[src/rtl/mem_pkg.sv]
// Shared constants and helpers for the memory stage.
// Load/store sizes, CSR numbers and store-buffer state.
package mem_pkg;

    localparam logic [2:0] F3_B  = 3'b000;
    localparam logic [2:0] F3_H  = 3'b001;
    localparam logic [2:0] F3_W  = 3'b010;
    localparam logic [2:0] F3_BU = 3'b100;
    localparam logic [2:0] F3_HU = 3'b101;

    localparam logic [11:0] CSR_CYCLE    = 12'hC00;
    localparam logic [11:0] CSR_CYCLEH   = 12'hC80;
    localparam logic [11:0] CSR_INSTRET  = 12'hC02;
    localparam logic [11:0] CSR_INSTRETH = 12'hC82;
    localparam logic [11:0] CSR_MCYCLE    = 12'hB00;
    localparam logic [11:0] CSR_MCYCLEH   = 12'hB80;
    localparam logic [11:0] CSR_MINSTRET  = 12'hB02;
    localparam logic [11:0] CSR_MINSTRETH = 12'hB82;

    typedef enum logic {
        SB_EMPTY = 1'b0,
        SB_FULL  = 1'b1
    } sb_state_t;

    // Byte-enable mask for a store; low address bits below the size are ignored.
    function automatic logic [3:0] store_mask(
        input logic [2:0] f3,
        input logic [1:0] off
    );
        logic [3:0] m;
        case (f3[1:0])
            2'b00:   m = 4'b0001 << off;
            2'b01:   m = 4'b0011 << {off[1], 1'b0};
            default: m = 4'b1111;
        endcase
        return m;
    endfunction

    // Store data replicated across lanes so the mask alone selects bytes.
    function automatic logic [31:0] store_data(
        input logic [2:0]  f3,
        input logic [31:0] rs2
    );
        logic [31:0] d;
        case (f3[1:0])
            2'b00:   d = {4{rs2[7:0]}};
            2'b01:   d = {2{rs2[15:0]}};
            default: d = rs2;
        endcase
        return d;
    endfunction

endpackage

[src/rtl/store_buffer.sv]
// One-entry store buffer between the memory stage and data memory.
// Holds a store until the write port accepts it.
module store_buffer
    import mem_pkg::*;
(
    input  logic        clk_i,
    input  logic        reset_i,
    input  logic        store_i,
    input  logic        load_i,
    input  logic [31:0] addr_i,
    input  logic [31:0] data_i,
    input  logic [3:0]  mask_i,
    input  logic        ready_i,
    output logic        stall_o,
    output logic        valid_o,
    output logic [31:0] addr_o,
    output logic [31:0] data_o,
    output logic [3:0]  mask_o
);

    sb_state_t state_q;
    logic      full;
    logic      hit;
    logic      capture;

    assign full    = (state_q == SB_FULL);
    assign hit     = (addr_o[31:2] == addr_i[31:2]);
    // A load to the buffered word waits for the write: no forwarding path.
    assign stall_o = full & ((store_i & ~ready_i) | (load_i & hit));
    assign capture = store_i & ~stall_o;
    assign valid_o = full;

    // Buffer state and held write fields; a pending store is dropped on reset.
    always_ff @(posedge clk_i or negedge reset_i) begin
        if (!reset_i) begin
            state_q <= SB_EMPTY;
            addr_o  <= '0;
            data_o  <= '0;
            mask_o  <= '0;
        end else if (capture) begin
            state_q <= SB_FULL;
            addr_o  <= {addr_i[31:2], 2'b00};
            data_o  <= data_i;
            mask_o  <= mask_i;
        end else if (full && ready_i) begin
            state_q <= SB_EMPTY;
        end
    end

endmodule

[src/rtl/memory_unit.sv]
// Memory pipeline stage: load extract, store buffering,
// cycle/instret counters and the MW writeback register.
module memory_unit
    import mem_pkg::*;
#(
    parameter int CSR_COUNTERS = 1
) (
    input  logic        clk_i,
    input  logic        reset_i,
    output logic        M_stall_o,
    input  logic        EM_nop_i,
    input  logic        EM_isLoad_i,
    input  logic        EM_isStore_i,
    input  logic        EM_isCSR_i,
    input  logic        EM_wbEnable_i,
    input  logic [4:0]  EM_rdId_i,
    input  logic [11:0] EM_csrId_i,
    input  logic [2:0]  EM_funct3_i,
    input  logic [31:0] EM_rs2_i,
    input  logic [31:0] EM_addr_i,
    input  logic [31:0] EM_Mdata_i,
    input  logic [31:0] EM_Eresult_i,
    output logic        DMemW_valid_o,
    output logic [31:0] DMemW_addr_o,
    output logic [31:0] DMemW_data_o,
    output logic [3:0]  DMemW_mask_o,
    input  logic        DMemW_ready_i,
    output logic        MW_wbEnable_o,
    output logic [4:0]  MW_rdId_o,
    output logic [31:0] MW_wbData_o,
    output logic        MW_retire_o
);

    logic        is_store;
    logic        is_load;
    logic [7:0]  ld_byte;
    logic [15:0] ld_half;
    logic [31:0] ld_data;
    logic [31:0] csr_data;
    logic [31:0] wb_data;
    logic [63:0] mcycle_q;
    logic [63:0] minstret_q;

    assign is_store = EM_isStore_i & ~EM_nop_i;
    assign is_load  = EM_isLoad_i & ~EM_nop_i;

    store_buffer u_sb (
        .clk_i   (clk_i),
        .reset_i (reset_i),
        .store_i (is_store),
        .load_i  (is_load),
        .addr_i  (EM_addr_i),
        .data_i  (store_data(EM_funct3_i, EM_rs2_i)),
        .mask_i  (store_mask(EM_funct3_i, EM_addr_i[1:0])),
        .ready_i (DMemW_ready_i),
        .stall_o (M_stall_o),
        .valid_o (DMemW_valid_o),
        .addr_o  (DMemW_addr_o),
        .data_o  (DMemW_data_o),
        .mask_o  (DMemW_mask_o)
    );

    // Select the addressed byte/half of the loaded word and extend it.
    always_comb begin
        ld_half = EM_addr_i[1] ? EM_Mdata_i[31:16] : EM_Mdata_i[15:0];
        case (EM_addr_i[1:0])
            2'b00:   ld_byte = EM_Mdata_i[7:0];
            2'b01:   ld_byte = EM_Mdata_i[15:8];
            2'b10:   ld_byte = EM_Mdata_i[23:16];
            default: ld_byte = EM_Mdata_i[31:24];
        endcase
        case (EM_funct3_i)
            F3_B:    ld_data = {{24{ld_byte[7]}}, ld_byte};
            F3_H:    ld_data = {{16{ld_half[15]}}, ld_half};
            F3_BU:   ld_data = {24'h0, ld_byte};
            F3_HU:   ld_data = {16'h0, ld_half};
            default: ld_data = EM_Mdata_i;
        endcase
    end

    // Counter read mux; values are those before this cycle's increment.
    always_comb begin
        csr_data = '0;
        if (CSR_COUNTERS != 0) begin
            case (EM_csrId_i)
                CSR_CYCLE,    CSR_MCYCLE:    csr_data = mcycle_q[31:0];
                CSR_CYCLEH,   CSR_MCYCLEH:   csr_data = mcycle_q[63:32];
                CSR_INSTRET,  CSR_MINSTRET:  csr_data = minstret_q[31:0];
                CSR_INSTRETH, CSR_MINSTRETH: csr_data = minstret_q[63:32];
                default:                     csr_data = '0;
            endcase
        end
    end

    // Writeback source priority: load, then CSR, then execute result.
    always_comb begin
        wb_data = EM_Eresult_i;
        if (is_load) begin
            wb_data = ld_data;
        end else if (EM_isCSR_i) begin
            wb_data = csr_data;
        end
    end

    // Free-running 64-bit counters; instret counts instructions leaving the stage.
    always_ff @(posedge clk_i or negedge reset_i) begin
        if (!reset_i) begin
            mcycle_q   <= '0;
            minstret_q <= '0;
        end else begin
            mcycle_q <= mcycle_q + 64'd1;
            if (!EM_nop_i && !M_stall_o) begin
                minstret_q <= minstret_q + 64'd1;
            end
        end
    end

    // MW pipeline register; a stall inserts a bubble downstream.
    always_ff @(posedge clk_i or negedge reset_i) begin
        if (!reset_i) begin
            MW_wbEnable_o <= 1'b0;
            MW_rdId_o     <= '0;
            MW_wbData_o   <= '0;
            MW_retire_o   <= 1'b0;
        end else begin
            MW_rdId_o   <= EM_rdId_i;
            MW_wbData_o <= wb_data;
            if (M_stall_o) begin
                MW_wbEnable_o <= 1'b0;
                MW_retire_o   <= 1'b0;
            end else begin
                MW_wbEnable_o <= EM_wbEnable_i & ~EM_nop_i
                               & (EM_rdId_i != 5'd0);
                MW_retire_o   <= ~EM_nop_i;
            end
        end
    end

endmodule

[config.mk]
export PLATFORM = sky130hd
export DESIGN_NAME = memory_unit
export DESIGN_NICKNAME = d
export VERILOG_FILES = /design/src/rtl/mem_pkg.sv /design/src/rtl/store_buffer.sv /design/src/rtl/memory_unit.sv
export SDC_FILE = /design/constraint.sdc
export NUM_CORES = 1
export LEC_CHECK = 0
export CELL_PAD_IN_SITES_DETAIL_PLACEMENT = 0
export CELL_PAD_IN_SITES_GLOBAL_PLACEMENT = 2
export CORE_AREA = 3 3 188 190
export CTS_BUF_LIST = sky130_fd_sc_hd__clkbuf_16
export DETAILED_ROUTE_END_ITERATION = 10
export DIE_AREA = 0 0 191 193
export PLACE_DENSITY = 0.93
export SLEW_MARGIN = 20
export SYNTH_ARGS = -nofsm -noshare
export SYNTH_HDL_FRONTEND = slang
export SYNTH_HIERARCHICAL = 1
export SYNTH_SLANG_ARGS = --single-unit
[constraint.sdc]
create_clock -name clk_i -period 7.8 [get_ports clk_i]
set_input_delay 1.56 -clock clk_i [delete_from_list [all_inputs] [get_ports clk_i]]
set_output_delay 1.56 -clock clk_i [all_outputs]
set_load 0.05 [all_outputs]
Yosys cells after proc, flatten, opt, wreduce, memory -nomap -nowiden
Index checks and enable logic that the tools add are counted.

Flip-flop bits (word level): 234. Input port bits: 156. Output and inout port bits: 109. Word-level logic and storage cells: 66.

Add/sub/neg operators: 2. Equal/unequal tests: 15. Shift-type cells: 2. Muxes and demuxes: 12. Bitwise operators: 12. Reductions and logical operators: 13.

Operator list (number): 32-bit one-hot mux with 4 select lines (2); 64-bit by 1-bit adder with 64-bit output (second input constant) (2); 12-bit == test (second input constant) (8); 32-bit two-way mux (2); 32-bit one-hot mux with 2 select lines (1); 30-bit == test (1); 8-bit one-hot mux with 3 select lines (1); 16-bit two-way mux (1); 1-bit bitwise AND (8); 4-bit one-hot mux with 2 select lines (1); 2-bit OR reduction (4); 3-bit == test (second input constant) (2); 5-bit nonzero test (1); 2-bit by 1-bit == test with 1-bit output (second input constant) (2); 2-bit logical NOT (2); 1-bit two-way mux (4); 1-bit by 2-bit left shift with 4-bit output (first input constant) (1); 2-bit by 2-bit left shift with 4-bit output (first input constant) (1); 3-bit by 1-bit == test with 1-bit output (second input constant) (1); 3-bit logical NOT (1); 1-bit NOT (3); 2-bit == test (second input constant) (1); 1-bit logical AND (2); 1-bit logical NOT (2); other kinds (2) (2).

Depth between registers and ports, before layout
Gate-level depths: netlist of the first run.

Word-level depth: 8. Gate-level depth with buffers: 13. Mapped depth without buffers: 10.

By module
The synthesis of the first run kept the hierarchy.

By module, submodules not included: memory_unit (instances 1, cells each 855, area an instance 9090.0 um^2, sequential area each 4179.0 um^2); store_buffer (instances 1, cells each 190, area an instance 3055.4 um^2, sequential area each 1676.6 um^2).

Least setup slack after synthesis of the first run
No wires, ideal clock.

Path kind: input to register. Start point: input EM_isLoad_i. End point: register minstret_q[54]. Setup time: 0.123 ns. Data arrival time: 4.949 ns. Data required time: 7.677 ns. Path slack: 2.728 ns. Stages on the path: 12. Path buffers: 2. Path through: nor2b_1 clkbuf_1 clkbuf_1 o2111ai_1 a2111oi_1 nand4_1 o21ai_0 or3b_2 or4_4 nor4_1 nand4_1 xnor2_1.

Word-level cells in the longest chain between the ends: 6.

RTL lines: from (decl) (line memory_unit.sv:12) `input logic EM_isLoad_i,`; 1-bit bitwise AND (line memory_unit.sv:45) `assign is_load = EM_isLoad_i & ~EM_nop_i;`; via is_load (line memory_unit.sv:35) `logic is_load;`; 1-bit bitwise AND (line store_buffer.sv:29) `assign stall_o = full & ((store_i & ~ready_i) | (load_i & hit));`; 1-bit bitwise OR (line store_buffer.sv:29); 1-bit bitwise AND (line store_buffer.sv:29); via M_stall_o (line memory_unit.sv:10) `output logic M_stall_o,`; 1-bit logical NOT (line memory_unit.sv:112) `if (!EM_nop_i && !M_stall_o) begin`; 1-bit logical AND (line memory_unit.sv:112); to (signal assigned) (line memory_unit.sv:113) `minstret_q <= minstret_q + 64'd1;`; to (decl) (line memory_unit.sv:42) `logic [63:0] minstret_q;`.

The timed path passes the listed nets, and every way through them passes these cells. A chain may end at the register's enable or synchronous reset.

Worst setup path in the final report of the first run
Start point: input EM_addr_i[2]. End point: output M_stall_o.

Word-level cells in the longest chain between the ends: 4.

RTL lines: from (decl) (line memory_unit.sv:20) `input logic [31:0] EM_addr_i,`; 30-bit == test (line store_buffer.sv:27) `assign hit = (addr_o[31:2] == addr_i[31:2]);`; 1-bit bitwise AND (line store_buffer.sv:29); 1-bit bitwise OR (line store_buffer.sv:29); 1-bit bitwise AND (line store_buffer.sv:29); to (decl) (line memory_unit.sv:10).

Every way passes these cells.

==> results.yml, run 1 <==
timing:
  max_freq_mhz: 174
  fin_crit_sh_pct: 73.8
  period_needed_ns: 5.76
  worst_slew_pin_slew_ns: 1.13
  fin_tns_setup_ns: 0
  rsz0062_at_grt: "false"
  slew_violations: 0
  max_slew_margin_pct: 25.0
  setup_viol: 0
  finalClockSkew_ns: 0.0160
  hold_viol: 0
flow_run:
  maxCapViolCount: 0
critical_path:
  timing.critical_path.buf_inv: 2
  worstSetupStartpointType: "input pin"
  crit_arrival_ns: 4.20
  end_kind: "output pin"
  slowest_delay_ns: 0.90
  cp_slowest_cell: "clkdlybuf4s50_1"
  crit_required_ns: 6.24
  path_class: "input pin to output pin"
  cpLargestDelayFamily: "buffers and inverters"
  crit_fanout: 4
  cp_cell_sequence: "clkdlybuf4s50_1 > xnor2_1 > nand4_1 > nor4_1 > nand4_1 > o21ai_0 > clkdlybuf4s50_1"
pwr:
  p_leak_nw: 6.64
  peakVddDrop_mv: 0.142
  p_int_mw: 2.31
  p_sw_mw: 1.10
  pwr-share-clk_pct: 33.0
  power_frac_seq_pct: 40.9
  power_density_mw_per_mm2: 214
  switching_share_pct: 32.3
  p_comb_share_pct: 26.1
synthesis:
  netlist_instances: 1045
  seq_area_frac_synth_pct: 48.2
  syn_area_per_cell_um2: 11.6
  synth_top_family_by_area: "multiplexers"
  synthMuxAreaShare_pct: 16.4
  synth_warnings: 6
  synth-adder-area-share_pct: 0.206
  synth_compound_area_share_pct: 6.27
  synth_edf_count: 0
  synthSimpleGateAreaFrac_pct: 14.6
  synth_area_mm2: 0.0121
  synth-xor-area-share_pct: 11.1
  ys_top_cells_by_area: "dfrtp_1, xnor2_1, mux4_2"
  netlist.area_leader.share_pct: 48.2
  ys_ff_latch: 234
  yosysTopAreaCell: "dfrtp_1"
  yosysUniqueCellTypes: 56
  synth-main-ff-cell: "dfrtp_1"
  synthArstFlopShare_pct: 100
global_route:
  grt_start_max_net_pins: 103
  grt_pass1_vias: 9700
  grt.total_usage_pct: 20.7
  grt_pass1_wl_mm: 59.3
  grt_antenna_before_repair: 1
  grt-ovfl-total: 0
clocking:
  cts_buffers: 27
  cts_sinks: 234
  clk_pin_slew_ns: 0.06
  cts.repair.resized: 0
  cts_max_path_buffers: 3
  post_cts_buffers: 0
  ctsHoldBuffers: 0
  cts_root_buf: "clkbuf_16"
  cts_tree: "done"
  insertion_delay_ns: 0.54
  cts.htree.levels: 1
placed_design:
  io_buffers: 262
  dpl_cell_area_mm2: 0.0151
  gp_congestion: 0.874
  dp_hpwl_mm: 29.2
floorplan:
  design.die.area_mm2: 0.0369
  fp.dieW_um: 191
  ios: 265
  rows: 67
  initial_core_util_pct: 36.1
  core_mm2: 0.0336
  die_h_um: 193
routing:
  wl_per_cell_um: 22.2
  drc: 0
  num_vias: 9521
  avgViaCountPerCell: 5.40
  final_antenna_net_count: 0
  drt_first_pass_iters: 5
  drt-total-wl_mm: 39.1
  detail_route.iter0.violations: 709
layout:
  antenna_cells: 0
  area_delta_synth_final_pct: 31.0
  layout-drive-gt1-share_pct: 14.0
  finalNetCount: 1455
  fin_area_mm2: 0.0159
outcome:
  status: "complete, no violations"
worst_hold_path:
  hold_class: "flip-flop to flip-flop"
==> cells in the final DEF (no fill, tap or decap), drive strengths merged, types with 3 or more instances in the layout <==
cell	count
nand4	49
o22ai	7
a221oi	32
buf	16
mux2	86
xnor2	91
nor2b	5
and3	13
mux2i	15
and4	9
o21ai	10
clkdlybuf4s50	259
clkinv	14
nor3	37
nand2	69
nor2	45
xor2	63
nor4	32
clkbuf	27
or4	5
inv	31
or3	3
dfrtp	234
a22oi	8
nand3	51
a21oi	46
mux4	32
==> path summary, 6_finish.rpt <==
path / to / slack (ns) / cells past startpoint / from
setup / recovery: M_stall_o / 2.04 / 7 / EM_addr_i[2]
hold / removal: minstret_q[20] / 0.48 / 1 / minstret_q[20]
setup reg to reg: minstret_q[60] / 4.23 / 10 / u_sb/addr_o[24]
hold reg to reg: minstret_q[20] / 0.48 / 1 / minstret_q[20]
max in group asynchronous: u_sb/data_o[18] / 5.30 / 2 / reset_i
min in group asynchronous: minstret_q[35] / 1.08 / 1 / reset_i
==> flip-flops by register name, indices dropped and copies added (netlist names), 4 cells and up <==
name and cells:
mcycle_q 64, minstret_q 64, MW_wbData_o 32, u_sb/data_o 32, u_sb/addr_o 30, MW_rdId_o 5, u_sb/mask_o 4
==> metrics by stage <==
| stage | cells | power (mW) | hold slack, ns | utilization, % | worst slack, ns |
|---|---|---|---|---|---|
| 3_5_place_dp | 1716 | 2.31 | 0.459 | 45.1 | 2.09 |
| 5_1_grt | 1763 | 3.54 | 0.503 | 47.3 | 1.87 |
| 2_1_floorplan | 1046 | 1.94 | 0.437 | - | 2.73 |
| 3_3_place_gp | 1716 | 2.30 | 0.456 | 45.1 | 2.11 |
| 6_report | 1763 | 3.41 | 0.485 | 47.3 | 2.04 |
| 4_1_cts | 1763 | 3.44 | 0.483 | 47.3 | 2.08 |
==> metal layers <==
| metal | track usage [%] | wire length (um) |
|---|---|---|
| met5 | 0 | 13 |
| met1 | 27.8 | 16400 |
| met4 | 4.83 | 831 |
| met2 | 35.3 | 18800 |
| met3 | 3.40 | 3030 |
==> power groups by stage <==
stage,sequential (mW),combinational [mW],clock (mW)
final,1.40,0.890,1.12
after CTS,1.40,0.896,1.15
after global placement,1.41,0.889,0
after detailed placement,1.42,0.892,0
after global routing,1.41,0.936,1.20
after floorplan,1.70,0.249,0
==> synthesized netlist by cell type, types with 3 or more instances <==
master / number
dfrtp_1: 234
xnor2_1: 91
nand2_1: 69
xor2_1: 63
nand3_1: 50
nand4_1: 49
a21oi_1: 46
mux2_2: 46
nor2_1: 45
mux2_4: 40
nor3_1: 37
clkbuf_1: 36
a221oi_1: 32
mux4_2: 31
nor4_1: 25
inv_1: 24
mux2i_1: 15
and3_1: 12
o21ai_0: 10
and4_1: 9
a22oi_1: 8
o22ai_1: 7
buf_1: 5
nor2b_1: 5
nor4_2: 5
buf_12: 4
buf_2: 4
or3_1: 3
or4_1: 3
==> layout make-up <==
cell class / instances / area, um^2
fillers: 3060 / 17700
multi-input cells: 733 / 5920
flip-flops and latches: 234 / 5860
repair buffers: 275 / 2720
clock buffers: 27 / 676
well taps: 448 / 561
inverters: 26 / 97.6
clock inverters: 20 / 91.3
==> cells by family (layout without fill, tap and decap cells) <==
group           Yosys count  count (layout)
simple gates            327             327
flops                   234             234
xor+xnor                154             154
mux                     133             133
compound gates          115             115
buf+inv                  79             348
fa+ha+maj                 2               2
other cells               1               2
Power figures use the tool's default switching activity.
==> inputs of run 2 (changes only) <==
- CORE_AREA: 3 3 188 190 -> 3 3 206 208
- DIE_AREA: 0 0 191 193 -> 0 0 209 211
- PLACE_DENSITY: 0.93 -> 0.83
- clock period: 7.8 -> 5.21 ns (I/O delays scaled with it)
==> results.yml, run 2 (synthesized netlist as in run 1, its figures left out) <==
placed_design:
  gp_congestion: 0.873
  io_buffers: 262
  dp_hpwl_mm: 31.9
  dpl_cell_area_mm2: 0.0153
layout:
  layout-drive-gt1-share_pct: 14.8
  final_common_cell: "clkdlybuf4s50_1"
  fillers: 3973
  area_delta_synth_final_pct: 33.1
  finalNetCount: 1464
  mostFrequentLayoutCells: "clkdlybuf4s50_1, dfrtp_1, xnor2_1"
  fin_area_mm2: 0.0162
  reg_top3: "mcycle_q (64), minstret_q (64)"
  utilization_pct: 39.7
timing:
  max_slew_margin_pct: 31.3
  fin_tns_setup_ns: 0
  worst_slew_pin_slew_ns: 1.03
  fin_crit_sh_pct: 79.2
  whs_ns: 0.468
  hold_viol: 0
  period_needed_ns: 4.13
  max_freq_mhz: 242
  setup_viol: 0
  rsz0062_at_grt: "false"
  finalClockSkew_ns: 0.0122
  slew_violations: 0
global_route:
  grt_start_max_net_pins: 127
  grt_antenna_before_repair: 1
  grt-ovfl-total: 0
  grt_pass1_wl_mm: 62.4
  grt.total_usage_pct: 18.1
  grt_pass1_vias: 9840
clocking:
  post_cts_buffers: 0
  cts.repair.resized: 0
  cts_tree: "done"
  ctsHoldBuffers: 0
  insertion_delay_ns: 0.54
  cts_max_path_buffers: 3
  cts_sinks: 234
  clk_pin_slew_ns: 0.06
  cts_buffers: 28
  cts_root_buf: "clkbuf_16"
  cts.htree.levels: 1
floorplan:
  initial_core_util_pct: 29.8
  die_h_um: 211
  ios: 265
  design.die.area_mm2: 0.0441
  fp.dieW_um: 209
  core_mm2: 0.0407
  rows: 74
critical_path:
  regToRegStartpoint: "u_sb/addr_o[30]"
  worstSetupStartpointType: "input pin"
  end_kind: "output pin"
  cp_slowest_cell: "nor4_1"
  cpLargestDelayFamily: "simple AND/OR/NAND/NOR gates"
  crit_required_ns: 4.17
  crit_arrival_ns: 3.08
  cp_common_cell: "nand4_1"
  crit_fanout: 4
  worstSetupStartpoint: "EM_addr_i[30]"
  path_class: "input pin to output pin"
  slowest_delay_ns: 0.45
  cp_cell_sequence: "clkdlybuf4s50_1 > xnor2_1 > nand4_1 > nor4_1 > nand4_1 > o21ai_0 > buf_12"
  timing.critical_path.buf_inv: 2
routing:
  num_vias: 9575
  wl_per_cell_um: 22.2
  drc: 0
  drt-total-wl_mm: 41.3
  final_antenna_net_count: 0
  drt_first_pass_iters: 5
  detail_route.iter0.violations: 676
  avgViaCountPerCell: 5.16
worst_hold_path:
  hold_path.startpoint: "mcycle_q[63]"
  hold_class: "flip-flop to flip-flop"
flow_run:
  maxCapViolCount: 0
pwr:
  power_density_mw_per_mm2: 325
  p_leak_nw: 6.71
  peakVddDrop_mv: 0.297
outcome:
  status: "complete, no violations"
[run 2: area by class of cell]
cell class              instances  area [um^2]  share of cell area (%)
well taps                     532          666                    4.12
clock buffers                  29          726                    4.49
diodes                          1         2.50                  0.0155
inverters                      26         97.6                   0.604
flip-flops and latches        234         5860                    36.2
repair buffers                283         2790                    17.2
clock inverters                19          119                   0.735
multi-input cells             733         5920                    36.6
[run 2: path summary, 6_finish.rpt]
kind                                       end  slack, ns  cells after the start
worst max register to register  minstret_q[48]       1.83                     10
worst min-delay path              mcycle_q[63]       0.47                      1
max in group asynchronous       minstret_q[13]       3.37                      2
worst max-delay path                 M_stall_o       1.08                      7
worst min register to register    mcycle_q[63]       0.47                      1
min in group asynchronous       minstret_q[27]       0.57                      1
[run 2: report_power, final]
part	switching [mW]	leakage [nW]	total, mW	internal (mW)
logic	0.783	3.27	1.34	0.558
clock network	0.782	0.432	1.83	1.05
registers	0.122	3.01	2.09	1.97
total	1.69	6.71	5.26	3.57
[run 2: routing by layer]
metal  global-route usage [%]  share of wire, %  vias up
li1                         -                 -     4366
met1                     23.9                43     4829
met2                     31.3                49      327
met3                     3.58               6.2       51
met4                     3.51               1.9        2
met5                        0             0.032        -
[run 2: stage by stage]
| stage | setup slack, ns | instances | total power, mW |
|---|---|---|---|
| final | 1.08 | 1857 | 5.26 |
| after global routing | 0.951 | 1856 | 5.47 |
| after CTS | 1.07 | 1856 | 5.32 |
| after detailed placement | 0.737 | 1808 | 3.47 |
| after global placement | 0.777 | 1808 | 3.46 |
| after floorplan | 0.656 | 1046 | 2.91 |
[run 2: worst reg2reg max path: stages (launching register included)]
cell	delay, ns
dfrtp_1	0.44
xnor2_1	0.18
nand4_1	0.10
nor4_1	0.08
nand4_1	0.15
o21ai_0	0.27
or3b_2	0.59
or4_1	0.60
nor4_4	0.50
nand4_1	0.19
xnor2_1	0.16
